<file path="src/rtl/fp_pkg.sv">
// Shared FP writeback/CSR constants, payload types and CSR read-modify-write helper.
package fp_pkg;

   localparam int unsigned FLEN     = 32;
   localparam int unsigned XLEN     = 32;
   localparam int unsigned RD_W     = 5;
   localparam int unsigned FFLAGS_W = 5;
   localparam int unsigned FRM_W    = 3;
   localparam int unsigned FCSR_W   = FFLAGS_W + FRM_W;

   localparam logic [11:0] CSR_FFLAGS = 12'h001;
   localparam logic [11:0] CSR_FRM    = 12'h002;
   localparam logic [11:0] CSR_FCSR   = 12'h003;

   localparam logic [1:0] CSR_RW = 2'b01;
   localparam logic [1:0] CSR_RS = 2'b10;
   localparam logic [1:0] CSR_RC = 2'b11;

   localparam logic [2:0] RM_RNE = 3'b000;
   localparam logic [2:0] RM_RTZ = 3'b001;
   localparam logic [2:0] RM_RDN = 3'b010;
   localparam logic [2:0] RM_RUP = 3'b011;
   localparam logic [2:0] RM_RMM = 3'b100;
   localparam logic [2:0] RM_DYN = 3'b111;

   localparam int unsigned FLAG_NX = 0;
   localparam int unsigned FLAG_UF = 1;
   localparam int unsigned FLAG_OF = 2;
   localparam int unsigned FLAG_DZ = 3;
   localparam int unsigned FLAG_NV = 4;

   typedef struct packed {
      logic [RD_W-1:0] rd;
      logic [FLEN-1:0] fp_result;
      logic            fp_reg_write;
   } pipe_ex_wb_fp;

   // Zicsr read-modify-write on the fcsr-sized window; unknown op leaves the value unchanged.
   function automatic logic [FCSR_W-1:0] csr_alu(input logic [1:0]        op,
                                                 input logic [FCSR_W-1:0] old_v,
                                                 input logic [FCSR_W-1:0] wdata);
      logic [FCSR_W-1:0] res;
      case (op)
         CSR_RW:  res = wdata;
         CSR_RS:  res = old_v | wdata;
         CSR_RC:  res = old_v & ~wdata;
         default: res = old_v;
      endcase
      return res;
   endfunction

endpackage

</file>
<file path="src/rtl/fp_csr_file.sv">
// Architectural fcsr: fflags/frm state, Zicsr read/write, flag accrual and rm resolution.
module fp_csr_file
   import fp_pkg::*;
(
   input  logic                i_clk,
   input  logic                i_rst_n,
   input  logic                i_update,
   input  logic                i_csr_en,
   input  logic [1:0]          i_csr_op,
   input  logic [11:0]         i_csr_addr,
   input  logic [XLEN-1:0]     i_csr_wdata,
   input  logic [FFLAGS_W-1:0] i_fflags,
   input  logic                i_fflags_valid,
   input  logic [FRM_W-1:0]    i_instr_rm,
   output logic                o_csr_hit,
   output logic [XLEN-1:0]     o_csr_rdata,
   output logic [FRM_W-1:0]    o_eff_frm,
   output logic                o_illegal_rm,
   output logic [FCSR_W-1:0]   o_fcsr
);

   logic [FFLAGS_W-1:0] fflags_q, fflags_d;
   logic [FRM_W-1:0]    frm_q, frm_d;
   logic [FCSR_W-1:0]   old_win;
   logic [FCSR_W-1:0]   new_win;
   logic                unused_wdata;

   // Only the low fcsr-wide slice of the write data can reach a field.
   assign unused_wdata = ^i_csr_wdata[XLEN-1:FCSR_W];

   assign o_csr_hit = i_csr_en &&
                      (i_csr_addr == CSR_FFLAGS || i_csr_addr == CSR_FRM || i_csr_addr == CSR_FCSR);

   // Read mux: old value of the addressed CSR, right-aligned and zero-extended.
   always_comb begin
      old_win = '0;
      case (i_csr_addr)
         CSR_FFLAGS: old_win = FCSR_W'(fflags_q);
         CSR_FRM:    old_win = FCSR_W'(frm_q);
         CSR_FCSR:   old_win = {frm_q, fflags_q};
         default:    old_win = '0;
      endcase
   end

   assign o_csr_rdata = o_csr_hit ? XLEN'(old_win) : '0;
   assign new_win     = csr_alu(i_csr_op, old_win, i_csr_wdata[FCSR_W-1:0]);

   // Next fcsr: CSR write to the addressed field(s) first, then sticky flag accrual on top.
   always_comb begin
      fflags_d = fflags_q;
      frm_d    = frm_q;
      if (i_update && o_csr_hit) begin
         case (i_csr_addr)
            CSR_FFLAGS: fflags_d = new_win[FFLAGS_W-1:0];
            CSR_FRM:    frm_d    = new_win[FRM_W-1:0];
            CSR_FCSR: begin
               frm_d    = new_win[FCSR_W-1:FFLAGS_W];
               fflags_d = new_win[FFLAGS_W-1:0];
            end
            default: ;
         endcase
      end
      if (i_update && i_fflags_valid) begin
         fflags_d = fflags_d | i_fflags;
      end
   end

   // fcsr state register.
   always_ff @(posedge i_clk or negedge i_rst_n) begin
      if (!i_rst_n) begin
         fflags_q <= '0;
         frm_q    <= RM_RNE;
      end else begin
         fflags_q <= fflags_d;
         frm_q    <= frm_d;
      end
   end

   // Dynamic rm reads the committed frm; the pipeline interlocks against in-flight frm writes.
   assign o_eff_frm    = (i_instr_rm == RM_DYN) ? frm_q : i_instr_rm;
   assign o_illegal_rm = o_eff_frm[2] & (o_eff_frm[1] | o_eff_frm[0]);
   assign o_fcsr       = {frm_q, fflags_q};

endmodule

</file>
<file path="src/rtl/fp_writeback_csr.sv">
// FP EX/WB pipeline register with stall/flush gating, plus the fcsr owner.
module fp_writeback_csr
   import fp_pkg::*;
(
   input  logic                i_clk,
   input  logic                i_rst_n,
   input  logic                i_ex_flush,
   input  logic                i_stall,
   input  logic [RD_W-1:0]     i_ex_rd,
   input  logic [FLEN-1:0]     i_fp_result,
   input  logic                i_fp_reg_write,
   input  logic [FFLAGS_W-1:0] i_fflags,
   input  logic                i_fflags_valid,
   input  logic [FRM_W-1:0]    i_instr_rm,
   input  logic                i_csr_en,
   input  logic [1:0]          i_csr_op,
   input  logic [11:0]         i_csr_addr,
   input  logic [XLEN-1:0]     i_csr_wdata,
   output logic                o_csr_hit,
   output logic [XLEN-1:0]     o_csr_rdata,
   output logic [FRM_W-1:0]    o_eff_frm,
   output logic                o_illegal_rm,
   output logic [FCSR_W-1:0]   o_fcsr,
   output logic [RD_W-1:0]     o_wb_rd,
   output logic [FLEN-1:0]     o_wb_fp_rd_din,
   output logic                o_wb_fp_reg_write
);

   pipe_ex_wb_fp pipe_q, pipe_d;
   logic         update;

   // CSR writes and flag accrual only happen on a normal (non-stalled, non-flushed) edge.
   assign update = ~i_stall & ~i_ex_flush;

   // EX/WB next value: stall holds, flush inserts a bubble, otherwise capture EX.
   always_comb begin
      pipe_d = pipe_q;
      if (!i_stall) begin
         if (i_ex_flush) begin
            pipe_d = '0;
         end else begin
            pipe_d.rd           = i_ex_rd;
            pipe_d.fp_result    = i_fp_result;
            pipe_d.fp_reg_write = i_fp_reg_write;
         end
      end
   end

   // EX/WB pipeline register.
   always_ff @(posedge i_clk or negedge i_rst_n) begin
      if (!i_rst_n) begin
         pipe_q <= '0;
      end else begin
         pipe_q <= pipe_d;
      end
   end

   assign o_wb_rd           = pipe_q.rd;
   assign o_wb_fp_rd_din    = pipe_q.fp_result;
   assign o_wb_fp_reg_write = pipe_q.fp_reg_write;

   fp_csr_file u_csr (
      .i_clk          (i_clk),
      .i_rst_n        (i_rst_n),
      .i_update       (update),
      .i_csr_en       (i_csr_en),
      .i_csr_op       (i_csr_op),
      .i_csr_addr     (i_csr_addr),
      .i_csr_wdata    (i_csr_wdata),
      .i_fflags       (i_fflags),
      .i_fflags_valid (i_fflags_valid),
      .i_instr_rm     (i_instr_rm),
      .o_csr_hit      (o_csr_hit),
      .o_csr_rdata    (o_csr_rdata),
      .o_eff_frm      (o_eff_frm),
      .o_illegal_rm   (o_illegal_rm),
      .o_fcsr         (o_fcsr)
   );

endmodule

</file>
<file path="config.mk">
export PLATFORM = sky130hd
export DESIGN_NAME = fp_writeback_csr
export DESIGN_NICKNAME = d
export VERILOG_FILES = /design/src/rtl/fp_pkg.sv /design/src/rtl/fp_csr_file.sv /design/src/rtl/fp_writeback_csr.sv
export SDC_FILE = /design/constraint.sdc
export NUM_CORES = 1
export LEC_CHECK = 0
export CORE_ASPECT_RATIO = 1.1
export CORE_UTILIZATION = 32
export DETAILED_ROUTE_END_ITERATION = 10
export GPL_ROUTABILITY_DRIVEN = 0
export PLACE_DENSITY = 0.78
export SLEW_MARGIN = 40
export SYNTH_ARGS = -nofsm -noshare
export SYNTH_HDL_FRONTEND = slang
export SYNTH_SLANG_ARGS = --single-unit
</file>
<file path="constraint.sdc">
create_clock -name i_clk -period 5.2 [get_ports i_clk]
set_input_delay 1.04 -clock i_clk [delete_from_list [all_inputs] [get_ports i_clk]]
set_output_delay 1.04 -clock i_clk [all_outputs]
set_load 0.02 [all_outputs]
</file>
Word-level counts from Yosys, hierarchy flattened

Cells that the tools add are included.

Register bits: 46
Bits of input ports: 98
Word-level logic and storage cells: 38

Bitwise gates (word level): 9
Equal/unequal tests: 7
Reduce and logical (&&, ||, !) cells: 8
Muxes and demuxes: 9

Operators by type and width:

| kind                                                             | number |
|---|---|
| 8-bit one-hot mux with 3 select lines                            | 2 |
| 38-bit 2-to-1 mux                                                | 1 |
| 12-bit by 2-bit == test with 1-bit output, second input constant | 2 |
| 5-bit 2-to-1 mux                                                 | 3 |
| 12-bit by 1-bit == test with 1-bit output, second input constant | 1 |
| 8-bit bitwise AND                                                | 1 |
| 8-bit 2-to-1 mux                                                 | 1 |
| 8-bit NOT                                                        | 1 |
| 8-bit OR                                                         | 1 |
| 3-bit one-hot mux with 2 select lines                            | 1 |
| 5-bit OR                                                         | 1 |
| 2-bit == test, second input constant                             | 2 |
| 3-bit == test, second input constant                             | 1 |
| 1-bit logical AND                                                | 3 |
| 3-bit 2-to-1 mux                                                 | 1 |
| 1-bit bitwise AND                                                | 2 |
| 2-bit by 1-bit == test with 1-bit output, second input constant  | 1 |
| 1-bit logical OR                                                 | 2 |
| 1-bit NOT                                                        | 2 |
| 2-bit AND reduction                                              | 1 |
| 2-bit nonzero test                                               | 1 |
| 2-bit OR reduction                                               | 1 |
| 1-bit OR                                                         | 1 |

Longest topological paths before layout

Gate-level depths: netlist of run 1.

Word-level depth: 8
Gate-level depth with buffers: 6
Depth with buffers taken out: 5

Hierarchy

A second synthesis of run 1 with hierarchy kept.

Cell total of the unflattened synthesis: 284
Area total of the unflattened synthesis: 2800.2 µm²

By module, submodules not included:

| module           | area each (µm²) | times used | cells an instance |
|---|---|---|---|
| fp_writeback_csr | 1808.0          | 1          | 161 |
| fp_csr_file      | 992.2           | 1          | 123 |

Worst setup path before layout of run 1

No wires, ideal clock.

Path type: in2out
Start: input i_csr_addr[5]
End: output o_csr_rdata[5]
Slack: 1629 ps
Path buffers: 1
Arrival time: 2531 ps
Cell stages on the path: 5
Cell sequence: or4_4 -> or3_1 -> buf_2 -> nor2_1 -> and3_1

Word-level cells in the longest chain between the ends: 5
Elaborated cells between the ends (all ways): 8
Classes of those cells: 3 x eq/ne; 2 x mux; 3 x reduce/logical

Ends and longest elaborated chain:

| element                                                                                                       | line                                 | text |
|---|---|---|
| start: declaration                                                                                            | fp_writeback_csr.sv:17               | `input logic [11:0] i_csr_addr,` |
| 12-bit by 1-bit == test with 1-bit output / 12-bit by 2-bit == test with 1-bit output (equally long branches) | fp_csr_file.sv:32, fp_csr_file.sv:37 |  |
| 1-bit logical OR (2 in series)                                                                                | fp_csr_file.sv:32                    | `(i_csr_addr == CSR_FFLAGS \|\| i_csr_addr == CSR_FRM \|\| i_csr_addr == CSR_FCSR);` |
| 1-bit logical AND                                                                                             | fp_csr_file.sv:31                    | `assign o_csr_hit = i_csr_en &&` |
| 8-bit 2-to-1 mux (*)                                                                                          | fp_csr_file.sv:45                    | `assign o_csr_rdata = o_csr_hit ? XLEN'(old_win) : '0;` |
| end: declaration                                                                                              | fp_writeback_csr.sv:20               | `output logic [XLEN-1:0] o_csr_rdata,` |

Mark *: on every way between the ends. The rest lies on a longest branch, timed or not.

Worst setup path in the final report of run 1

Start: input i_csr_addr[5]
End: output o_csr_rdata[7]

The elaborated chain is that of the path after synthesis.

==> results of run 1 <==
## report_power, final
group	switching [W]	total (W)	internal [W]
registers	0.0000159	0.000400	0.000384
clock network	0.000116	0.000259	0.000143
logic	0.000114	0.000240	0.000126
## through the flow
step,std cells,hold WS [ns]
final,423,0.508
after detailed placement,415,0.496
after global routing,423,0.530
after CTS,423,0.518
after global placement,414,0.492
after floorplan,235,0.626
## per-layer routing
layer | GRT usage, % | vias up | part of all wire (%) | routed length [um]
li1 | - | 1001 | - | -
met1 | 21.6 | 1002 | 43 | 2700
met2 | 27.5 | 96 | 49 | 3060
met3 | 3.64 | 7 | 7.1 | 443
met4 | 3.07 | 0 | 0.72 | 45
met5 | 0 | - | 0 | 0
## kinds of logic after synthesis
kind of cell,after synthesis,synth area share (%)
flip-flops,46,50.6
AO/OA/AOI/OAI,78,26.3
XOR/XNOR,3,1.15
other,1,0.165
buffers and inverters,41,10.8
AND/OR/NAND/NOR,40,9.62
multiplexers,3,1.32
## worst reg2reg max path, stage by stage, from the launching register on
cell      delay [ns]
dfrtp_1         0.47
a22oi_1         0.15
o31ai_1         0.24
o211ai_1        0.19
o21ai_1         0.17
## flip-flops by register name (all words and copies together), names as in the netlist
name / cells
u_csr.frm_q: 3
u_csr.fflags_q: 5
o_wb_fp_reg_write: 1
o_wb_fp_rd_din: 32
o_wb_rd: 5
## synthesized netlist by cell type, types with 2 or more instances
| library cell | n | area [sq um] |
|---|---|---|
| dfrtp_1 | 46 | 1150 |
| a22o_1 | 38 | 333 |
| buf_4 | 24 | 180 |
| nor2_1 | 11 | 41.3 |
| clkbuf_1 | 10 | 37.5 |
| a21oi_1 | 8 | 40.0 |
| nand2_1 | 6 | 22.5 |
| o21ai_1 | 6 | 30.0 |
| and3_1 | 5 | 31.3 |
| inv_1 | 5 | 18.8 |
| o31ai_1 | 5 | 37.5 |
| o21a_1 | 4 | 30.0 |
| a2111oi_1 | 3 | 30.0 |
| a22oi_1 | 3 | 22.5 |
| a32oi_1 | 3 | 26.3 |
| mux2i_1 | 3 | 30.0 |
| o211ai_1 | 3 | 22.5 |
| o21ai_0 | 3 | 15.0 |
| or2_2 | 3 | 18.8 |
| xnor2_1 | 3 | 26.3 |
| a31oi_1 | 2 | 12.5 |
| buf_2 | 2 | 10.0 |
| nand3_1 | 2 | 10.0 |
| nand4_1 | 2 | 12.5 |
| nor3_1 | 2 | 10.0 |
| or4_1 | 2 | 15.0 |
## layout by cell type, fill, tap and decap left out, types with 2 or more instances in the layout
master	synthesis	routed
a2111oi_1	3	3
a21oi_1	8	8
a22o_1	38	38
a22oi_1	3	3
a31oi_1	2	2
a32oi_1	3	3
and3_1	5	5
buf_4	24	2
clkbuf_8	0	5
clkdlybuf4s50_1	0	131
conb_1	1	24
dfrtp_1	46	46
inv_1	5	5
mux2i_1	3	3
nand2_1	6	6
nand3_1	2	2
nand4_1	2	2
nor2_1	11	10
nor3_1	2	2
o211ai_1	3	3
o21a_1	4	4
o21ai_0	3	3
o21ai_1	6	6
o31ai_1	5	5
or2_2	3	3
or4_1	2	2
xnor2_1	3	3
## final cells by class
| class | instances | area, sq um | area share [%] |
|---|---|---|---|
| inverter | 5 | 18.8 | 0.508 |
| multi-input combinational | 148 | 972 | 26.3 |
| tap | 82 | 103 | 2.78 |
| sequential | 46 | 1150 | 31.1 |
| timing repair buffer | 134 | 1340 | 36.3 |
| clock inverter | 2 | 37.5 | 1.02 |
| clock buffer | 6 | 72.6 | 1.96 |
## worst max-delay path by stage
stage | startpoint | to | slack (ns) | cells after the start
global route | i_csr_addr[9] | o_csr_rdata[5] | 0.50 | 6
global placement | i_csr_addr[5] | o_csr_rdata[6] | 0.64 | 6
floorplan | i_csr_addr[5] | o_csr_rdata[5] | 1.63 | 5
finish | i_csr_addr[5] | o_csr_rdata[7] | 0.58 | 6
detailed placement | i_csr_addr[5] | o_csr_rdata[5] | 0.59 | 6
CTS | i_csr_addr[5] | o_csr_rdata[5] | 0.59 | 6
==> metrics.txt, run 1 <==
status finished clean; WP data required about 4.2 ns; DIE AREA around 7500 sq um; R2R Path End u_csr.frm_q[2]; max incr delay on CP approximately 0.6 ns; layout net count 438; Worst-Margin Slew about 0.66 ns; final setup TNS 0 ns; pin count of the biggest net entering global routing 47; Startpoint Class input pin; Residual DRC 0; cts bufs inserted 5; GRT overflow 0; Syn-to-layout area delta 62.4%; IO buf count between 100 and 150; initial antenna violation count 0; power per cell area 243 nW/um^2; Post-DP HPWL around 4.7 mm; ys async rst share 100%; TritonCTS clock tree done; RSZ-0062 raised after global routing no; DRT Wirelength between 6 and 7 mm; Ports roughly 180; Reg2Reg Launch Point u_csr.frm_q[2]; Synth warnings 0; mapped cell area 2280 sq um; clock latency on the worst-skew pair between 0.2 and 0.3 ns; critical path arrival 3.58 ns; Worst Path Buf+Inv 2; Die X ~80 um; root buffer cell clkbuf_8; leakage roughly 1.6 nW; max cap viols 0; clk sinks 46; Final Instance Area between 3000 and 4000 sq um; Worst-path clk slew roughly 0.080 ns; wire per inst between 10 and 15 um; crit path max-delay cell type clkdlybuf4s50_1; share of cells above drive strength 1 approximately 4.7%; Setup Slack @ Placement 0.589 ns; post-CTS sizing 0; Max Slew Vio Count 0; Post-CTS Hold Fix Bufs 0; vias in the first global route approximately 1900; synth unique cells 34; sequential area share after synthesis between 50% and 60%; FP Rows 31; Syn Inst Count ~210; Worst VDD drop around 0.00014 V; most used cell, CP clkdlybuf4s50_1; total power around 0.00090 W; critical path class in -> out; post-route minimum period 4.62 ns; Main synth FF type dfrtp_1; Worst Hold Class reg -> reg; WHS Endpoint o_wb_fp_rd_din[5]; core area between 6000 and 7000 sq um; die height between 90 and 100 um; Min-Delay Path Depth 1; fmax 216 MHz; fillcell total a little over 600; Inserted Diodes 0; Tcrit/Tclk final between 80 and 90%; first-pass GRT wire length approximately 9.5 mm; hold_sp o_wb_fp_rd_din[5]; Avg Cell Area, Syn 10.7 sq um; Placed Instance Area approximately 3600 sq um; Total GRT Usage between 10% and 20%; Seq cells post-synth 46; FF-to-FF path depth 4; antenna-violating nets left 0; Crit Path Max Fanout 10; post-route setup slack roughly 0.58 ns; initial drt markers between 60 and 70; Clock Skew roughly 0.0022 ns; Worst slew margin 55.9%; Detailed Routing Iterations Pass 1 4; EDFF count, synth 0; Reg2Reg Setup Slack 3.91 ns; Vias/cell between 4 and 5; Final Util approximately 55%; initial core utilization between 30 and 40%; final count of negative-setup-slack endpoints 0; Setup crit end kind output pin; CTS max path bufs 2; Setup Buffers After CTS 0; Hold Fails Final Rpt 0; H-tree levels 2; critical-path cell list clkdlybuf4s50_1 -> or4_4 -> or3_1 -> nor2_1 -> and3_1 -> clkdlybuf4s50_1; Via Count 2106; CP top delay family simple AND/OR/NAND/NOR gates
No activity file was read; power rests on OpenSTA's default activity.
==> inputs of run 2 (changes only) <==
--- a/config.mk
+++ b/config.mk
@@ -5,11 +5,13 @@
 export SDC_FILE = /design/constraint.sdc
 export NUM_CORES = 1
 export LEC_CHECK = 0
+export ABC_AREA = 1
 export CORE_ASPECT_RATIO = 1.1
+export CORE_MARGIN = 8
 export CORE_UTILIZATION = 32
 export DETAILED_ROUTE_END_ITERATION = 10
 export GPL_ROUTABILITY_DRIVEN = 0
-export PLACE_DENSITY = 0.78
+export PLACE_DENSITY = 0.77
 export SLEW_MARGIN = 40
 export SYNTH_ARGS = -nofsm -noshare
 export SYNTH_HDL_FRONTEND = slang
==> run 2 against run 1 <==
  * Combinational power decreased by 3%
  * Worst setup slack gained 0.50 ns
  * Die area grew 42%
  * Synthesized cell count increased by 22%
  * Global-route usage decreased by 2.9 points
  * Clock-buffer cell count did not move
  * Sequential cell count did not move
  * Critical path type unchanged
==> metrics.txt, run 2 <==
share of cells above drive strength 1 7.18% (+2.5 points); Vias/cell 4.62 (-7.1%); FP Rows 33 (+6.5%); root buffer cell clkbuf_8; post-route setup slack 1.07 ns (+0.496 ns); initial core utilization 32.6% (-1.3 points); post-synthesis simple-gate area fraction 21.5% (+12 points); Avg Cell Area, Syn 9.34 sq um (-13%); Comb power frac 27.7% (+1.0 points); DRT Wirelength 7.38 mm (+18%); Sequential Power Share 47.3% (+2.8 points); Worst slew margin 61.6% (+5.7 points); GRT overflow 0 (unchanged); FF-to-FF path depth 6 (+2); Switching Share 29.0% (+1.6 points); pin count of the biggest net entering global routing 47 (unchanged); die height 107 um (+18%); layout net count 487 (+11%); Synth area leader dfrtp_1; Detailed Routing Iterations Pass 1 4 (unchanged); Worst-Margin Slew 0.576 ns (-0.0798 ns); Final Util 51.4% (-3.7 points); IO buf count 132 (unchanged); Synth warnings 0 (unchanged); Setup Slack @ Placement 1.05 ns (+0.459 ns); first-pass GRT wire length 11.8 mm (+24%); final count of negative-setup-slack endpoints 0 (unchanged); Syn Inst Count 258 (+22%); cts bufs inserted 5 (unchanged); ys async rst share 100% (unchanged); Worst VDD drop 0.000158 V (+15%); H-tree levels 2 (unchanged); most common cell in the synthesized netlist nand2_1; most frequent cells in the layout clkdlybuf4s50_1 (131), nand2_1 (49), dfrtp_1 (46); Total GRT Usage 13.6% (-2.9 points); power per cell area 221 nW/um^2 (-9.3%); commonest cells in the netlist nand2_1 (49), dfrtp_1 (46), a22o_1 (38), buf_4 (24); final setup TNS 0 ns (unchanged); EDFF count, synth 0 (unchanged); Via Count 2206 (+4.7%); post-route minimum period 4.13 ns (-0.496 ns); Min Hold Slack 0.513 ns (+0.00435 ns); post-CTS sizing 0 (unchanged); Hold Fails Final Rpt 0 (unchanged); CTS max path bufs 2 (unchanged); ranking of synthesized cells by area dfrtp_1 (48%), a22o_1 (14%), nand2_1 (7.6%); Clock Skew 0.00154 ns (-0.000654 ns); fmax 242 MHz (+12%); complex-gate fraction of the synthesized area 17.6% (-8.7 points); Ports 181 (unchanged); status finished clean; critical-path cell list clkdlybuf4s50_1 -> nor2_1 -> nand2_1 -> nor2_4 -> nand2_4 -> clkinv_2 -> nand3_1 -> nor2_1 -> clkdlybuf4s50_1; synth unique cells 27 (-21%); critical path arrival 3.09 ns (-0.49 ns); clock latency on the worst-skew pair 0.28 ns (about the same); initial antenna violation count 0 (unchanged); total power 0.000839 W (-6.7%); Min-Delay Path Depth 1 (unchanged); Startpoint Class input pin; DIE AREA 10600 sq um (+42%); RSZ-0062 raised after global routing no; wire per inst 15.5 um (+4.6%); max incr delay on CP 0.63 ns (+0.03 ns); Tcrit/Tclk final 79.4% (-9.5 points); Setup crit end kind output pin; Syn-to-layout area delta 57.7%; Worst Hold Class reg -> reg; sequential area share after synthesis 47.8% (-2.8 points); net switching power 0.000243 W (-1.3%); Crit Path Max Fanout 13 (+3); Synth top area share 47.8% (-2.8 points); Main synth FF type dfrtp_1; combinational family with the most area after synthesis simple AND/OR/NAND/NOR gates; mapped cell area 2410 sq um (+5.9%); crit path max-delay cell type clkdlybuf4s50_1; most common cell after layout, fill and taps aside clkdlybuf4s50_1; Worst-path clk slew 0.09 ns (about the same); WP data required 4.16 ns (about the same); Int Power 0.000596 W (-8.8%); post-synthesis xor/xnor area fraction 0% (-1.2 points); Max Slew Vio Count 0 (unchanged); Die X 98.7 um (+20%); clk sinks 46 (unchanged); leakage 1.77 nW (+12%); Setup Buffers After CTS 0 (unchanged); number of flip-flops under the largest register name 32 (unchanged); Seq cells post-synth 46 (unchanged); initial drt markers 83 (+34%); Residual DRC 0 (unchanged); Post-CTS Hold Fix Bufs 0 (unchanged); critical path class in -> out; TritonCTS clock tree done; Inserted Diodes 0 (unchanged); Synth Area in Adders 0% (unchanged); Clk network pwr share 25.0% (-3.9 points); vias in the first global route 2334 (+20%); antenna-violating nets left 0 (unchanged); Reg2Reg Setup Slack 4.20 ns (+0.29 ns); post-synthesis mux area share 0% (-1.3 points); core area 7390 sq um (+10%); max cap viols 0 (unchanged); Post-DP HPWL 5.93 mm (+27%)
## run 2: cell types whose count changed in the layout (fill, tap and decap cells not counted), sizes merged, moves of 14 or more
cell,delta
nand3,+17
nand2,+48
nor2,+14
inv,+17
## run 2: area by class of cell
cell class	instances	area (sq um)
multi-input cells	179	1030
inverters	23	87.6
clock inverters	2	13.8
repair buffers	134	1330
flip-flops and latches	46	1150
clock buffers	6	72.6
fillers	690	3590
well taps	87	109
## run 2: worst paths after layout
check,from,end
setup / recovery,i_csr_addr[9],o_csr_rdata[6]
hold / removal,o_wb_rd[3],o_wb_rd[3]
min in group asynchronous,i_rst_n,o_wb_fp_rd_din[15]
hold reg to reg,o_wb_rd[3],o_wb_rd[3]
max in group asynchronous,i_rst_n,u_csr.fflags_q[0]
setup reg to reg,u_csr.frm_q[0],u_csr.fflags_q[0]
## run 2: power by group through the flow
stage	clock network, W	logic [W]	registers, W
2_1_floorplan	0	0.0000821	0.000434
3_3_place_gp	0	0.000230	0.000403
3_5_place_dp	0	0.000234	0.000404
4_1_cts	0.000223	0.000234	0.000397
5_1_grt	0.000240	0.000248	0.000400
6_report	0.000210	0.000232	0.000397
## run 2: through the flow
stage,cells,instance area (sq um)
after floorplan,281,2500
after global placement,469,3710
after detailed placement,469,3710
after CTS,477,3800
after global routing,477,3800
final,477,3800
## run 2: cells by family after synthesis
kind of cell,count (synthesis)
buffers and inverters,56
other,1
and+or+nand+nor,103
DFF,46
AOI/OAI and AO/OA,52
## run 2: critical path, delay by kind of cell
| family | cells | cell delay (ns) |
|---|---|---|
| and+or+nand+nor | 6 | 0.89 |
| buffers and inverters | 3 | 1.15 |
## run 2: metal layers
layer	vias up	routed length, um	global-route usage (%)
met3	9	698	5.38
met4	0	102	3.51
met1	1015	2940	14.9
met2	100	3640	23.8
met5	-	0	0
li1	1082	-	-
